[config.mk]
export PLATFORM = sky130hd
export DESIGN_NAME = mau_rmw_unit
export DESIGN_NICKNAME = d
export VERILOG_FILES = /design/src/rtl/mau_pkg.sv /design/src/rtl/mau_alu.sv /design/src/rtl/mau_rmw_unit.sv
export SDC_FILE = /design/constraint.sdc
export NUM_CORES = 1
export LEC_CHECK = 0
export CELL_PAD_IN_SITES_DETAIL_PLACEMENT = 1
export CELL_PAD_IN_SITES_GLOBAL_PLACEMENT = 2
export CORE_MARGIN = 2
export CORE_UTILIZATION = 47
export CTS_BUF_LIST = sky130_fd_sc_hd__clkbuf_4 sky130_fd_sc_hd__clkbuf_8
export DETAILED_ROUTE_END_ITERATION = 10
export MAX_ROUTING_LAYER = met4
export PLACE_DENSITY_LB_ADDON = 0.25
export SETUP_SLACK_MARGIN = 0.4
export SLEW_MARGIN = 10
export SYNTH_ARGS = -nofsm -noshare
export SYNTH_HDL_FRONTEND = slang
export SYNTH_SLANG_ARGS = --single-unit
[constraint.sdc]
create_clock -name clk -period 15.2 [get_ports clk]
set_clock_uncertainty 0.05 [all_clocks]
set_input_delay 3.04 -clock clk [delete_from_list [all_inputs] [get_ports clk]]
set_output_delay 3.04 -clock clk [all_outputs]
set_load 0.02 [all_outputs]
[src/rtl/mau_pkg.sv]
// Shared opcode and sizing definitions for the memory access unit.
package mau_pkg;

  localparam int unsigned OpWidth      = 3;
  localparam int unsigned DefaultWidth = 32;
  localparam int unsigned DefaultDepth = 16;

  typedef enum logic [OpWidth-1:0] {
    MAU_READ  = 3'd0,
    MAU_WRITE = 3'd1,
    MAU_ADD   = 3'd2,
    MAU_SUB   = 3'd3,
    MAU_AND   = 3'd4,
    MAU_OR    = 3'd5,
    MAU_XOR   = 3'd6,
    MAU_SWAP  = 3'd7
  } mau_op_e;

endpackage

[src/rtl/mau_alu.sv]
// Combinational read-modify-write datapath for mau_rmw_unit.
// Define MAU_SATURATE_EN to clamp ADD/SUB instead of wrapping.
module mau_alu
  import mau_pkg::*;
#(
  parameter int unsigned WIDTH = DefaultWidth
) (
  input  mau_op_e            op_i,
  input  logic [WIDTH-1:0]   old_val_i,
  input  logic [WIDTH-1:0]   operand_i,
  output logic [WIDTH-1:0]   new_val_o,
  output logic               ovf_o,
  output logic               we_o
);

  logic [WIDTH:0]   sum;
  logic [WIDTH-1:0] diff;
  logic             borrow;

  assign sum    = {1'b0, old_val_i} + {1'b0, operand_i};
  assign diff   = old_val_i - operand_i;
  assign borrow = old_val_i < operand_i;

  always_comb begin
    new_val_o = old_val_i;
    ovf_o     = 1'b0;
    we_o      = 1'b1;
    case (op_i)
      MAU_READ:            we_o = 1'b0;
      MAU_WRITE, MAU_SWAP: new_val_o = operand_i;
      MAU_ADD: begin
        ovf_o = sum[WIDTH];
`ifdef MAU_SATURATE_EN
        new_val_o = sum[WIDTH] ? '1 : sum[WIDTH-1:0];
`else
        new_val_o = sum[WIDTH-1:0];
`endif
      end
      MAU_SUB: begin
        ovf_o = borrow;
`ifdef MAU_SATURATE_EN
        new_val_o = borrow ? '0 : diff;
`else
        new_val_o = diff;
`endif
      end
      MAU_AND:  new_val_o = old_val_i & operand_i;
      MAU_OR:   new_val_o = old_val_i | operand_i;
      MAU_XOR:  new_val_o = old_val_i ^ operand_i;
      default:  we_o = 1'b0;
    endcase
  end

endmodule

[src/rtl/mau_rmw_unit.sv]
// Handshaked memory access unit with atomic fetch-and-op on a DEPTH x WIDTH register file.
// Optional build macro MAU_SATURATE_EN (see mau_alu) selects saturating ADD/SUB.
module mau_rmw_unit
  import mau_pkg::*;
#(
  parameter int unsigned WIDTH = DefaultWidth,
  parameter int unsigned DEPTH = DefaultDepth
) (
  input  logic                     clk,
  input  logic                     rst_n,
  input  logic                     req_valid,
  output logic                     req_ready,
  input  logic [OpWidth-1:0]       req_op,
  input  logic [$clog2(DEPTH)-1:0] req_addr,
  input  logic [WIDTH-1:0]         req_wdata,
  output logic                     resp_valid,
  input  logic                     resp_ready,
  output logic [WIDTH-1:0]         resp_data,
  output logic                     resp_ovf,
  output logic                     resp_err
);

  localparam int unsigned       AddrW  = $clog2(DEPTH);
  localparam logic [AddrW:0]    DepthW = (AddrW + 1)'(DEPTH);

  typedef enum logic [1:0] {StIdle, StExec, StResp} state_e;

  state_e           state_q;
  mau_op_e          op_q;
  logic [AddrW-1:0] addr_q;
  logic [WIDTH-1:0] wdata_q;
  logic [WIDTH-1:0] mem_q [DEPTH];

  logic             in_range;
  logic [WIDTH-1:0] old_val;
  logic [WIDTH-1:0] new_val;
  logic             alu_ovf;
  logic             alu_we;

  // Non-power-of-two depths leave addresses that decode to no word.
  assign in_range  = {1'b0, addr_q} < DepthW;
  assign old_val   = in_range ? mem_q[addr_q] : '0;
  assign req_ready = (state_q == StIdle) || ((state_q == StResp) && resp_ready);

  mau_alu #(
    .WIDTH (WIDTH)
  ) u_alu (
    .op_i      (op_q),
    .old_val_i (old_val),
    .operand_i (wdata_q),
    .new_val_o (new_val),
    .ovf_o     (alu_ovf),
    .we_o      (alu_we)
  );

  always_ff @(posedge clk or negedge rst_n) begin
    if (!rst_n) begin
      state_q    <= StIdle;
      op_q       <= MAU_READ;
      addr_q     <= '0;
      wdata_q    <= '0;
      resp_valid <= 1'b0;
      resp_data  <= '0;
      resp_ovf   <= 1'b0;
      resp_err   <= 1'b0;
      for (int unsigned i = 0; i < DEPTH; i++) begin
        mem_q[i] <= '0;
      end
    end else begin
      case (state_q)
        StIdle: begin
          if (req_valid) begin
            op_q    <= mau_op_e'(req_op);
            addr_q  <= req_addr;
            wdata_q <= req_wdata;
            state_q <= StExec;
          end
        end
        StExec: begin
          if (in_range && alu_we) begin
            mem_q[addr_q] <= new_val;
          end
          resp_data  <= old_val;
          resp_ovf   <= in_range && alu_ovf;
          resp_err   <= !in_range;
          resp_valid <= 1'b1;
          state_q    <= StResp;
        end
        StResp: begin
          if (resp_ready) begin
            resp_valid <= 1'b0;
            if (req_valid) begin
              op_q    <= mau_op_e'(req_op);
              addr_q  <= req_addr;
              wdata_q <= req_wdata;
              state_q <= StExec;
            end else begin
              state_q <= StIdle;
            end
          end
        end
        default: state_q <= StIdle;
      endcase
    end
  end

endmodule

==> results of run 1 <==
-- layout make-up --
cell class / instances / area, um2 / area share, %
antenna: 2 / 5.00 / 0.0141
clock buffer: 159 / 1980 / 5.60
clock inverter: 16 / 201 / 0.569
inverter: 100 / 375 / 1.06
multi-input combinational: 2113 / 15800 / 44.7
sequential: 587 / 14700 / 41.5
tap: 873 / 1090 / 3.09
timing repair buffer: 136 / 1230 / 3.48
-- sequential cells by signal (all words and copies together), names as in the netlist --
register / flops
op_q: 3
mem_q: 512
resp_ovf: 1
wdata_q: 32
resp_valid: 1
state_q: 2
addr_q: 4
resp_data: 32
-- worst paths after layout --
| kind | from | end | slack [ns] |
|---|---|---|---|
| max | resp_ready | req_ready | 7.69 |
| min | mem_q[257] | mem_q[257] | 0.42 |
| max reg2reg | addr_q[1] | mem_q[222] | 8.29 |
| min reg2reg | mem_q[257] | mem_q[257] | 0.42 |
| max in group asynchronous | rst_n | mem_q[166] | 10.34 |
| min in group asynchronous | rst_n | resp_data[19] | 2.30 |
-- logic make-up (layout without fill, tap and decap cells) --
group           Yosys count  in the layout  share of synthesized area [%]
other cells               1              3                         0.0118
fa+ha+maj               102            102                           4.05
buf+inv                 335            411                           4.69
compound gates          671            671                           12.7
mux                     400            400                           19.9
flops                   587            587                           46.1
xor+xnor                 26             26                          0.714
simple gates            913            913                           11.8
-- worst reg2reg max path, stage by stage, from the launching register on --
cell	delay, ns
dfrtp_4	0.96
buf_4	0.72
mux4_2	0.46
mux4_2	0.60
inv_1	0.29
fa_1	0.29
o21bai_1	0.11
a211oi_2	0.34
a21oi_1	0.21
a31oi_1	0.60
o22ai_1	0.37
a21oi_1	0.36
xnor2_1	0.12
a211oi_2	0.98
o21ai_0	0.30
-- cell usage after synthesis (all sizes together) (13+ instances only) --
library cell / instances
buf: 105
a22o: 18
nor2b: 17
mux2i: 41
xnor2: 24
nor3: 36
nand3: 25
o211ai: 27
ha: 100
nand2: 568
inv: 99
clkbuf: 130
a211oi: 15
mux2: 200
a31oi: 13
dfrtp: 587
a221oi: 13
mux4: 159
nand2b: 22
o21ai: 294
nor2: 195
a21oi: 184
-- power groups by stage --
stage	Clock, uW	Combinational, uW	Sequential, uW
2_1_floorplan	0	2650	2380
3_3_place_gp	0	3670	2430
3_5_place_dp	0	3800	2500
4_1_cts	1600	3830	2480
5_1_grt	1670	4180	2550
6_report	1570	3870	2480
-- metrics by stage --
stage                     setup slack, ns  hold slack [ns]  std cells
final                                7.69            0.423       3986
after global routing                 7.62            0.447       3985
after CTS                            7.68            0.426       3984
after detailed placement             7.68            0.412       3809
after global placement               7.65            0.403       3809
after floorplan                      8.63            0.388       3035
-- metal layers --
| metal | GRT usage (%) | share of wire [%] | up-vias |
|---|---|---|---|
| met2 | 52.9 | 49 | 638 |
| met5 | - | 0 | - |
| met3 | 4.51 | 4.6 | 219 |
| li1 | - | - | 10729 |
| met1 | 41.1 | 43 | 12891 |
| met4 | 10.1 | 3.1 | 0 |
-- cells in the final DEF, fill, tap and decap left out, types with 12 or more instances in the layout --
cell | netlist | routed
nand2_1 | 568 | 561
ha_1 | 100 | 100
inv_1 | 90 | 90
a21oi_2 | 9 | 12
clkdlybuf4s50_1 | 0 | 76
dfrtp_1 | 587 | 580
mux4_1 | 17 | 17
nor2b_1 | 17 | 16
o211ai_1 | 25 | 25
o21ai_0 | 252 | 252
nor2_2 | 1 | 12
nor2_1 | 194 | 182
clkbuf_8 | 0 | 126
a21oi_1 | 175 | 172
a22o_1 | 18 | 18
a31oi_1 | 13 | 13
clkbuf_4 | 0 | 33
o21ai_1 | 40 | 40
xnor2_1 | 24 | 24
mux2_2 | 190 | 190
a221oi_1 | 12 | 12
nor3_1 | 34 | 31
mux2i_1 | 41 | 41
nand2b_1 | 22 | 21
nand3_1 | 25 | 25
mux4_2 | 142 | 142
buf_4 | 13 | 58
==> results.tsv, run 1 <==
metric	value	unit
comb_power_share	48.9	%
max-slew-margin-rel	19.2	%
io_pins	79	
ir_worst_vdd	88.0	uV
htree_levels	3	
fin_crit	7.51	ns
finalWirelength	107000	um
routedWlPerCell	26.9	um
drtAntennaViolNets	0	
power_frac_clock	19.8	%
clock_sinks	587	
cts-root-buf	clkbuf_8	
first_iter_violations	1891	
vias_per_cell	6.14	
syn_inst	3035	
power_switching	3490	uW
worst-path-buf-inv	2	
post-dp-hpwl	69200	um
synth_nets	3180	
cp.depth	4	
place_area	33200	um2
swShare	44.0	%
rows	95	
ys.flop_type	dfrtp_1	
cts_buffers	101	
min_path_cells	2	
synth_edf_count	0	
chipHeight	264	um
drc	0	
synth_seq_cells	587	
cts_setup_buffers	0	
fin_area	35400	um2
status	complete, no violations	
synth_area_leaders	dfrtp_1 (46%), mux4_2 (10%), mux2_2 (6.7%)	
grt_pass1_wl	165000	um
worstPathRequired	12.11	ns
core-area	67200	um2
cts_tree	built	
path_class	input port to output port	
intPower	4440	uW
timing.fmax	133	MHz
clock_latency	0.74	ns
period_share	49.4	%
synth-warning-count	0	
yosys.area.top_type	dfrtp_1	
grt_antenna_before_repair	1	
final.fill_count	7136	
hold_buffers	0	
cts_resized	0	
yosysUniqueCellTypes	89	
crit_family	buffers and inverters	
worst_path_most_repeated_cell	clkdlybuf4s50_1	
synth.cell_area	31900	um2
syn_to_final_growth	11.0	%
grt_setup_unrepaired	false	
power.leakage	0.0159	uW
power	7930	uW
slew_viol_final	0	
grt_max_degree	104	
arrival	4.42	ns
cts.clk_slew.worst_paths	0.05	ns
slowest_stage	clkdlybuf4s50_1	
drtPass1Iterations	5	
overflow	0	
max_cap_violations	0	
startpoint_type	input port	
finalHoldViolCount	0	
max_stage_delay	0.62	ns
grt_pass1_vias	26481	
cp_max_fo	2	
tightest_slew	1.21	ns
async_flop_share	100	%
vias	24477	
drive_above_1_share	21.1	%
r2r_cells	14	
post-route-util	52.7	%
port_buffers	77	
finalSetupTns	0	ns
nets	3184	
worst_setup_path_end_kind	output port	
track_usage	32.1	%
cts_max_path_buffers	3	
min_path_type	flip-flop to flip-flop	
synth_top_cell_area_share	46.1	%
power.density	224	nW/um2
path_cells	clkdlybuf4s50_1 > nand2b_1 > nor2b_1 > clkdlybuf4s50_1	
avgSynthCellArea	10.5	um2
setup_viol	0	
die-width	264	um
die-area	70000	um2
pwr-share-seq	31.3	%
yosysSeqAreaShare	46.1	%
initial_utilization	47.5	%
place_congestion	0.933	
Note: power is estimated with default switching activity, not from simulation.
==> inputs of run 2 (changes only) <==
--- a/config.mk
+++ b/config.mk
@@ -8,7 +8,7 @@
 export CELL_PAD_IN_SITES_DETAIL_PLACEMENT = 1
 export CELL_PAD_IN_SITES_GLOBAL_PLACEMENT = 2
 export CORE_MARGIN = 2
-export CORE_UTILIZATION = 47
+export CORE_UTILIZATION = 39
 export CTS_BUF_LIST = sky130_fd_sc_hd__clkbuf_4 sky130_fd_sc_hd__clkbuf_8
 export DETAILED_ROUTE_END_ITERATION = 10
 export MAX_ROUTING_LAYER = met4
==> constraint.sdc (replaced) <==
create_clock -name clk -period 6.3 [get_ports clk]
set_clock_uncertainty 0.05 [all_clocks]
set_input_delay 1.26 -clock clk [delete_from_list [all_inputs] [get_ports clk]]
set_output_delay 1.26 -clock clk [all_outputs]
set_load 0.02 [all_outputs]
==> run 2 against run 1 <==
Net effect:
- setup slack worse by 7.0 ns
- non-clock buffer count up 61
- sequential cell count unchanged
- cell count up 6.4%
- combinational power rose to 2.5 times the previous value
- first-iteration DRC count down 21%
- hold slack better by 0.0011 ns
- cell area up 2.5%
- wire length up 4.0%
- via count down 0.24%
- register-to-register slack worse by 7.6 ns
- sequential share of layout area down 1.0 points
==> results.tsv, run 2 (synthesis gave the netlist of run 1 again) <==
metric	value	unit
final_common_cell	dfrtp_1	
grt_setup_unrepaired	false	
fin_crit	5.58	ns
arrival	6.09	ns
hold_buffers	0	
ir_worst_vdd	208	uV
slowest_stage	mux4_2	
overflow	0	
path_cells	buf_12 > mux4_1 > mux4_2 > inv_1 > ha_1 > buf_4 > nor4_2 > inv_1 > a211o_1 > a21oi_1 > or3_1 > xnor2_1 > o21ai_0 > o22ai_1 > buf_4 > o21ai_0	
grt_pass1_vias	26564	
die-area	84100	um2
track_usage	27.4	%
drtPass1Iterations	5	
period_share	88.5	%
reg_top3	mem_q (512), resp_data (32), wdata_q (32)	
path_class	flip-flop to flip-flop	
power.density	540	nW/um2
top_register	mem_q	
place_congestion	0.877	
worst_slack	0.722	ns
vias_per_cell	5.75	
cts_max_path_buffers	3	
final_cells	4243	
die-width	290	um
finalWirelength	112000	um
core-area	80800	um2
drive_above_1_share	22.9	%
cp_max_fo	16	
grt_antenna_before_repair	3	
post-dp-hpwl	74500	um
drc	0	
vias	24418	
max-slew-margin-rel	25.8	%
chipHeight	290	um
mostFrequentLayoutCells	dfrtp_1 (580), nand2_1 (558), o21ai_0 (252)	
drtAntennaViolNets	0	
largest_register_ffs	512	
syn_to_final_growth	13.8	%
place_inst	4051	
nets	3245	
rows	104	
cts-root-buf	clkbuf_8	
timing.fmax	179	MHz
htree_levels	3	
grt_max_degree	138	
initial_utilization	39.5	%
startpoint_type	flip-flop	
tightest_slew	1.11	ns
setup_viol	0	
cts_buffers	101	
finalSetupTns	0	ns
min_path_type	flip-flop to flip-flop	
finalHoldViolCount	0	
worst_setup_path_end_kind	flip-flop	
max_cap_violations	0	
cts_tree	built	
final.fill_count	8692	
clock_latency	0.72	ns
routedWlPerCell	26.3	um
power.leakage	0.0163	uW
dp_slack	0.196	ns
grt_pass1_wl	171000	um
port_buffers	77	
io_pins	79	
status	complete, no violations	
max_stage_delay	0.65	ns
first_iter_violations	1494	
slew_viol_final	0	
clock_sinks	587	
cts.clk_slew.worst_paths	0.06	ns
worstPathRequired	6.81	ns
[run 2: cell types whose count changed in the layout (fill, tap and decap cells not counted), sizes merged]
| cell | before | now |
|---|---|---|
| buf | 60 | 121 |
| clkinv | 8 | 11 |
| clkbuf | 159 | 165 |
| diode | 2 | 1 |
| inv | 103 | 105 |
| bufinv | 3 | 2 |
[run 2: repair_timing]
| action | in CTS | in global routing |
|---|---|---|
| gates resized for setup | 2 | 0 |
| buffers inserted | 1 | 5 |
| setup endpoints to repair | 23 | 32 |
[run 2: final timing paths]
check | start | to | slack, ns | cells after the start
worst min-delay path | mem_q[126] | mem_q[126] | 0.42 | 2
max in group asynchronous | rst_n | addr_q[0] | 4.10 | 2
worst min register to register | mem_q[126] | mem_q[126] | 0.42 | 2
min in group asynchronous | rst_n | resp_data[18] | 0.51 | 1
worst max register to register | addr_q[0] | mem_q[148] | 0.72 | 16
worst max-delay path | addr_q[0] | mem_q[148] | 0.72 | 16
[run 2: power by group]
| part | internal [uW] | leakage, uW | switching, uW |
|---|---|---|---|
| Clock | 2170 | 0.00120 | 1680 |
| Combinational | 3800 | 0.00736 | 5960 |
| Sequential | 5120 | 0.00773 | 884 |
[run 2: per-layer routing]
metal / wire length (um) / GRT usage [%]
met3: 4550 / 2.94
met2: 54700 / 45.3
met1: 49500 / 35.8
met4: 2760 / 7.98
met5: 0 / -
[run 2: layout make-up]
type | instances | area (um2) | share of cell area [%]
Antenna cell | 1 | 2.50 | 0.00689
Clock buffer | 165 | 2060 | 5.69
Clock inverter | 20 | 201 | 0.555
Inverter | 100 | 375 | 1.03
Multi-Input combinational cell | 2113 | 15800 | 43.6
Sequential cell | 587 | 14700 | 40.5
Tap cell | 1060 | 1330 | 3.65
Timing Repair Buffer | 197 | 1810 | 4.97
[run 2: metrics by stage]
stage	hold slack [ns]	util (%)	area (um2)	power, uW
after floorplan	0.388	-	31900	12100
after global placement	0.402	42.0	33900	15300
after detailed placement	0.412	42.0	33900	15700
after CTS	0.425	44.8	36200	19700
after global routing	0.445	44.9	36300	20900
final	0.424	44.9	36300	19600
[run 2: critical path, delay by kind of cell (launching register included)]
kind                       cells  cell delay, ns
and+or+nand+nor                2            0.79
buffers and inverters          5            0.92
muxes                          2            1.24
AOI/OAI and AO/OA              5            1.41
xor gates and xnor gates       1            0.16
adders and majority gates      1            0.33
DFF                            1            0.50
==> patch: new RTL, settings of run 2 <==
Change the package constant `DefaultDepth` from 16 to 8.
--- a/src/rtl/mau_pkg.sv
+++ b/src/rtl/mau_pkg.sv
@@ -3,7 +3,7 @@
 
   localparam int unsigned OpWidth      = 3;
   localparam int unsigned DefaultWidth = 32;
-  localparam int unsigned DefaultDepth = 16;
+  localparam int unsigned DefaultDepth = 8;
 
   typedef enum logic [OpWidth-1:0] {
     MAU_READ  = 3'd0,
Interface: changed (resized req_addr); port bits go from 79 to 78. The function was not compared with the original's and may differ.
==> patch against run 2 <==
Sequential cell count shrank 257. Setup slack worse by 0.11 ns. Sequential power is 41% lower. Synthesized area down 38%. Total power down 30%. Non-clock buffer count is 46 lower. Routed wire length down 31%. Cell area fell by 37%. Critical path type unchanged.
==> patch: results (changes against run 2) <==
----------------------------------------------------
[Place]
  Final Wtd Congestion ... 0.971 (+11%)
  Detail Placement HPWL ... 53800 µm (-28%)
  Number of buffers added on ports ... 76 (-1.3%)
  Setup WS pre-CTS ... 0.633 ns (+0.437 ns)
  Placed inst area ... 21400 µm² (-37%)

[Final layout]
  Number of fill cells in the layout ... 5793 (-33%)
  Top Registers ... mem_q x256, resp_data x32, wdata_q x32
  Number of nets in the finished design ... 2400 (-26%)
  Fraction of layout instances using a drive strength above 1 ... 0.153 (-0.0766)
  FF+latch area ... 8260 µm² (-44%)

[Critical path]
  Critical path fanouts, max ... 28 (+12)
  CP max-delay cell ... dfrtp_1
  Worst-case register-to-register setup slack ... 0.61 ns (-0.11 ns)
  Worst endpoint data arrival time ... 6.18 ns (+0.09 ns)
  Worst r2r src ... addr_q[2]$_DFFE_PN0P_
  Largest stage delay on the critical path ... 0.71 ns (+0.06 ns)
  Reg2reg path depth ... 19 (+3)

[Global route]
  Global-route wire length before repair ... 118000 µm (-31%)
  GR Util met1 ... 0.399 (+0.0403)
  Overall track demand over capacity in global routing ... 0.303 (+0.0290)
  Initial antenna violation count ... 1 (-2)
  Global-route met2 utilization ... 0.486 (+0.0335)
  Maximum number of pins on one net before global-route repair ... 159 (+15%)
  Met3 Track Usage GR ... 0.0420 (+0.0125)

[Routing]
  Via density per instance ... 5.88 (+2.2%)
  Violation count after the first detailed-routing iteration ... 1282 (-14%)
  Total via count in the routed design ... 17500 (-28%)
  Wl on met1 ... 34600 µm (-30%)
  Average wire per cell in the routed design ... 25.7 µm (-2.1%)
  Detailed-routed wire length on met3 ... 3670 µm (-19%)
  Metal2 WL ... 36000 µm (-34%)

[Synthesis]
  Commonest cells in the synthesized netlist ... 372 x nand2_1, 330 x dfrtp_1, 226 x o21ai_0, 144 x a21oi_1, 121 x mux2_2
  Fraction of the mapped netlist area in adder cells ... 0.0673 (+0.0268)
  Synth unique cells ... 85 (-4.5%)
  Complex-gate fraction of the synthesized area ... 0.221 (+0.0935)
  Post-synthesis instance total ... 2191 (-28%)
  Sequential cell area fraction in the yosys report ... 0.418 (-0.0423)
  Largest cells by area after synthesis ... dfrtp_1 42%, nand2_1 7.1%, mux2_2 6.9%
  Mapped Nets ... 2338 (-26%)

[Clocking]
  Setup Buffers After CTS ... 0 (-1)
  Later-pin clock latency in the skew report ... 0.69 ns (-0.03 ns)
  H-tree lvl count ... 2 (-1)
  Resize count post-CTS ... 0 (-2)

[Power]
  Net Sw Power ... 6560 µW (-23%)
  Part of the total power dissipated in the clock network ... 0.180 (-0.016)
  Peak VDD IR ... 0.167 mV (-20%)
  Power of the clock network ... 2470 µW (-36%)
  Leakage power ... 0.0102 µW (-38%)

[Run status]
  Outcome ... completed

[Hold path]
  End point of the most critical hold path ... mem_q[208]$_DFFE_PN0P_

[STA]
  Headroom to the max-slew limit ... 0.167 (-0.0901)
  Hold_ws ... 0.428 ns (+0.00437 ns)

----------------------------------------------------
==> patch: worst max-delay path by stage <==
stage	startpoint	cells after the start	endpoint	slack, ns
floorplan	addr_q[1]$_DFFE_PN0P_	18	mem_q[138]$_DFFE_PN0P_	1.74
global placement	addr_q[0]$_DFFE_PN0P_	17	mem_q[248]$_DFFE_PN0P_	0.83
detailed placement	addr_q[0]$_DFFE_PN0P_	17	mem_q[20]$_DFFE_PN0P_	0.63
CTS	addr_q[0]$_DFFE_PN0P_	17	mem_q[116]$_DFFE_PN0P_	0.60
global route	addr_q[2]$_DFFE_PN0P_	16	mem_q[159]$_DFFE_PN0P_	0.43
finish	addr_q[2]$_DFFE_PN0P_	19	mem_q[116]$_DFFE_PN0P_	0.61
==> patch: cell type report <==
class,count,area share
Antenna cell,2,0.000219
Clock buffer,98,0.0535
Clock inverter,14,0.0109
Inverter,100,0.0164
Multi-Input combinational cell,1610,0.462
Tap cell,672,0.0368
Sequential cell,330,0.361
Timing Repair Buffer,151,0.0592
